$ cat config.mk
export PLATFORM = sky130hd
export DESIGN_NAME = lzd_norm_seq
export DESIGN_NICKNAME = d
export VERILOG_FILES = /design/src/rtl/bm_pkg.sv /design/src/rtl/lzd_norm_seq_lzd32.sv /design/src/rtl/lzd_norm_seq.sv
export SDC_FILE = /design/constraint.sdc
export NUM_CORES = 1
export LEC_CHECK = 0
export ABC_CLOCK_PERIOD_IN_PS = 2300
export CAP_MARGIN = 10
export CORE_MARGIN = 4
export CORE_UTILIZATION = 30
export DETAILED_ROUTE_END_ITERATION = 7
export SLEW_MARGIN = 20
export SYNTH_ARGS = -nofsm -noshare
export SYNTH_HDL_FRONTEND = slang
export SYNTH_SLANG_ARGS = --single-unit
export TNS_END_PERCENT = 20
$ cat constraint.sdc
create_clock -name clk -period 2.3 [get_ports clk]
set_clock_uncertainty 0.05 [all_clocks]
set_input_delay 0.46 -clock clk [delete_from_list [all_inputs] [get_ports clk]]
set_output_delay 0.46 -clock clk [all_outputs]
set_load 0.01 [all_outputs]
$ cat src/rtl/bm_pkg.sv
// Shared types and constants for the Box-Muller datapath normalizer.
// Holds the normalizer FSM state enum and operand/segment/count widths.
package bm_pkg;

    localparam int NORM_W   = 64;
    localparam int NORM_SEG = 32;
    localparam int LZC_W    = 7;

    typedef enum logic [2:0] {
        IDLE,
        HI,
        LO,
        SHIFT,
        DONE
    } norm_state_t;

endpackage

$ cat src/rtl/lzd_norm_seq_lzd32.sv
// 32-bit leading-zero detector, purely combinational.
// Ports: a (segment in), p (leading-zero count, valid when v), v (a != 0).
module lzd32 (
    input  logic [31:0] a,
    output logic [4:0]  p,
    output logic        v
);

    logic found;

    // Scan from the MSB; the first set bit fixes the count.
    always_comb begin
        p     = '0;
        found = 1'b0;
        for (int i = 31; i >= 0; i--) begin
            if (!found && a[i]) begin
                p     = 5'(31 - i);
                found = 1'b1;
            end
        end
        v = |a;
    end

endmodule

$ cat src/rtl/lzd_norm_seq.sv
// Multi-cycle 64-bit normalizer: shared 32-bit LZD over both halves, then a
// barrel shift so the MSB is 1. Ports: clk, rst (sync, active-high),
// in_valid/in_ready/in_data, out_valid/out_ready/out_data/out_lzc/out_zero.
module lzd_norm_seq
    import bm_pkg::*;
#(
    parameter int W   = NORM_W,
    parameter int SEG = NORM_SEG
) (
    input  logic             clk,
    input  logic             rst,
    input  logic             in_valid,
    output logic             in_ready,
    input  logic [W-1:0]     in_data,
    output logic             out_valid,
    input  logic             out_ready,
    output logic [W-1:0]     out_data,
    output logic [LZC_W-1:0] out_lzc,
    output logic             out_zero
);

    norm_state_t      state, state_d;
    logic [W-1:0]     opnd, opnd_d;
    logic [LZC_W-1:0] lzc, lzc_d;
    logic             zero, zero_d;

    logic [SEG-1:0]   seg;
    logic [4:0]       p;
    logic             v;

    // Upper half only in HI; the lower half otherwise.
    assign seg = (state == HI) ? opnd[W-1:SEG] : opnd[SEG-1:0];

    lzd32 u_lzd (
        .a (seg),
        .p (p),
        .v (v)
    );

    // Handshake flags are forced low while reset is held.
    assign in_ready  = (state == IDLE) && !rst;
    assign out_valid = (state == DONE) && !rst;
    assign out_data  = opnd;
    assign out_lzc   = lzc;
    assign out_zero  = zero;

    always_comb begin
        state_d = state;
        opnd_d  = opnd;
        lzc_d   = lzc;
        zero_d  = zero;
        case (state)
            IDLE: begin
                if (in_valid && in_ready) begin
                    opnd_d  = in_data;
                    zero_d  = 1'b0;
                    state_d = HI;
                end
            end
            HI: begin
                if (v) begin
                    lzc_d   = {2'b00, p};
                    state_d = SHIFT;
                end else begin
                    state_d = LO;
                end
            end
            LO: begin
                if (v) begin
                    lzc_d   = LZC_W'(SEG) + {2'b00, p};
                    state_d = SHIFT;
                end else begin
                    // All-zero operand skips the shift cycle.
                    lzc_d   = LZC_W'(W);
                    zero_d  = 1'b1;
                    opnd_d  = '0;
                    state_d = DONE;
                end
            end
            SHIFT: begin
                opnd_d  = opnd << lzc[5:0];
                state_d = DONE;
            end
            DONE: begin
                if (out_ready) begin
                    state_d = IDLE;
                end
            end
            default: state_d = IDLE;
        endcase
    end

    always_ff @(posedge clk) begin
        if (rst) begin
            state <= IDLE;
            opnd  <= '0;
            lzc   <= '0;
            zero  <= 1'b0;
        end else begin
            state <= state_d;
            opnd  <= opnd_d;
            lzc   <= lzc_d;
            zero  <= zero_d;
        end
    end

endmodule

==> impl_results.md <==
* Status: complete, but fails checks
* Failing checks: DRC, setup timing
* Overflow after GRT at 0
* Yosys cell types at 75
* Worst VDD drop at 0.000618 V
* Kind of cell adding the most delay to the critical path: multiplexers
* Post-Synthesis Cells at 963
* Top FF cell, synth: dfxtp_1
* Post-layout nets at 1440
* YS warnings at 0
* Compound-Gate Fraction of Synth Area at 28.6%
* Post-Place Cells at 1702
* Syn Nets at 1031
* Largest area contributor in the netlist: mux4_2
* Routed Antenna Nets at 0
* Die Y at 177 um
* Crit path arrival time at 2.78 ns
* Xor/xnor cell area share of the yosys netlist at 0%
* Finished Layout Cells at 1755
* DRT iter0 DRCs at 1546
* Hold Vio Cnt, Final at 0
* Fmax at 382 MHz
* Final Cycle Share at 114%
* Final GP Congestion at 0.998
* Worst Hold Class: in2reg
* Root buffer cell: clkbuf_16
* EDFF count, synth at 0
* First-pass GRT wire length at 71.7 mm
* Htree depth at 3
* Most frequent cells after synthesis: 106 x a21oi_1, 84 x nor2_1, 75 x dfxtp_1, 75 x mux4_2, 64 x nand2_1
* Cell with the most instances after synthesis: a21oi_1
* Total wire length at 50.9 mm
* Min setup slack post-route at -0.317 ns
* Area Overhead vs Synth at 66.0%
* Largest stage delay, worst path at 0.56 ns
* CP Class: reg2reg
* Largest net degree at the start of global routing at 51
* Final Slew Violations at 0
* Die width at 177 um
* Area share of the largest cell type after synthesis at 19.8%
* Drt via density at 6.37
* Share of layout cells above drive strength 1 at 46.2%
* PwrDens at 1530 nW/um2
* Ports at 142
* Global Route Usage Sum at 30.9%
* CP required at 2.47 ns
* Mux contribution to synthesized area at 31.3%
* Routed vias at 11174
* Core ar. at 27900 um2
* Avg Cell Area, Syn at 8.86 um2
* Synth top area cells: mux4_2 20%, dfxtp_1 18%, mux2_2 7.3%
* Detailed Routing Iterations Pass 1 at 8
* Post-Synth Simple-Gate Area at 15.8%
* Clk sinks at 75
* Longest Clk Path Bufs at 2
* DPL Wire Length at 37.1 mm
* RSZ-0062 raised after global routing: yes
* #FFs+latches synth at 75
* Worst slack at placement at -0.919 ns
* Leak Pwr at 5.27 nW
* Largest family of logic cells by synthesized area: multiplexers
* IO buf count at 141
* Worst path slowest cell: mux4_2
* Synth Area in Adders at 0%
* Initial Util at 30.5%
* CTS tree: done
* Inserted Clock Buffers at 9
* Crit-path cells: buf_12 -> buf_6 -> mux4_2 -> mux4_2 -> buf_6 -> a222oi_1 -> a311oi_1
* # rows at 61
* Die area at 31200 um2
* Tmin final at 2.62 ns
* Drt wl/cell at 29.0 um
* Worst-path clk slew at 0.07 ns
* Clock latency on the worst-skew pair at 0.36 ns
* Max-Cap Viols at 0
* Vias in the first global route at 10593
* # hold bufs at CTS at 0
* Sequential fraction of the synthesis area at 17.6%
* DRC Markers at 2
* CP startpoint kind: register
* # setup viols final at 67
* CP Buf/Inv Count at 3
* Crit path max fanout at 4
* Diode count at 0
* Post-Syn Area at 8530 um2
* Initial antenna violation count at 0
* CP Capture Type: register
* Slew @ Worst Pin at 0.723 ns
* Max_slew headroom at 50.5%
* Post-synth ARST share at 0%
[cells by family after synthesis]
| family | count (synthesis) |
|---|---|
| simple gates | 270 |
| mux | 166 |
| compound gates | 330 |
| buf+inv | 122 |
| flops | 75 |
[stage by stage]
step | power (mW) | utilization [%] | area, um2 | setup TNS, ns | hold WS (ns)
6_report | 21.7 | 50.7 | 14200 | -13.63 | 0.400
5_1_grt | 22.3 | 50.7 | 14200 | -17.37 | 0.449
3_3_place_gp | 17.0 | 45.4 | 12700 | -25.76 | 0.465
4_1_cts | 20.2 | 49.2 | 13800 | -12.59 | 0.396
2_1_floorplan | 9.42 | - | 8610 | -0.754 | 0.493
3_5_place_dp | 17.0 | 45.4 | 12700 | -25.53 | 0.468
[sequential cells by signal, summed over array words and instances (netlist names)]
signal    cells
out_data     64
out_zero      1
state         3
out_lzc       7
[final timing paths]
path | start | slack (ns) | cells past startpoint | to
hold / removal | rst | 0.40 | 4 | state[2]
hold reg to reg | out_zero | 0.49 | 2 | out_zero
setup reg to reg | out_lzc[1] | -0.32 | 7 | out_data[39]
setup / recovery | out_lzc[1] | -0.32 | 7 | out_data[39]
[worst reg2reg max path, delay by kind of cell, from the launching register on]
family / cells / cell delay [ns]
mux: 2 / 1.11
compound gates: 2 / 0.51
buf+inv: 3 / 0.41
flops: 1 / 0.40
[per-layer routing]
metal / GRT usage, % / routed length, um
met3: 7.52 / 5850
met1: 39.4 / 19000
met4: 16.2 / 3580
met5: 0 / 0
met2: 48.6 / 22500
[report_power, final]
group,internal [mW],switching [mW]
Combinational,8.50,8.93
Sequential,1.76,0.789
Clock,1.01,0.666
[what timing repair did]
item / 4_1_cts / 5_1_grt
setup endpoints to repair: 74 / 74
setup buffers: 22 / 9
gates cloned: 6 / 5
gates resized for setup: 91 / 61
pin swaps: 23 / 32
[final cells by class]
type,instances,area (um2)
fill,2623,13800
multi-input combinational,766,7030
timing repair buffer,500,4740
sequential,75,1520
tap,378,473
clock buffer,12,256
inverter,20,75.1
clock inverter,4,73.8
[cell usage in the layout, fill, tap and decap left out, types with 15 or more instances in the layout]
cell	n
buf_4	304
clkdlybuf4s50_1	139
a21oi_1	92
nor2_1	81
mux4_2	75
dfxtp_1	66
nand2_1	64
mux2_2	36
a211oi_2	32
nor3_1	32
mux2i_1	29
buf_12	29
a22oi_1	22
o21ai_0	21
mux2_4	20
inv_1	18
a311oi_1	15
Note: power is estimated with default switching activity, not from simulation.
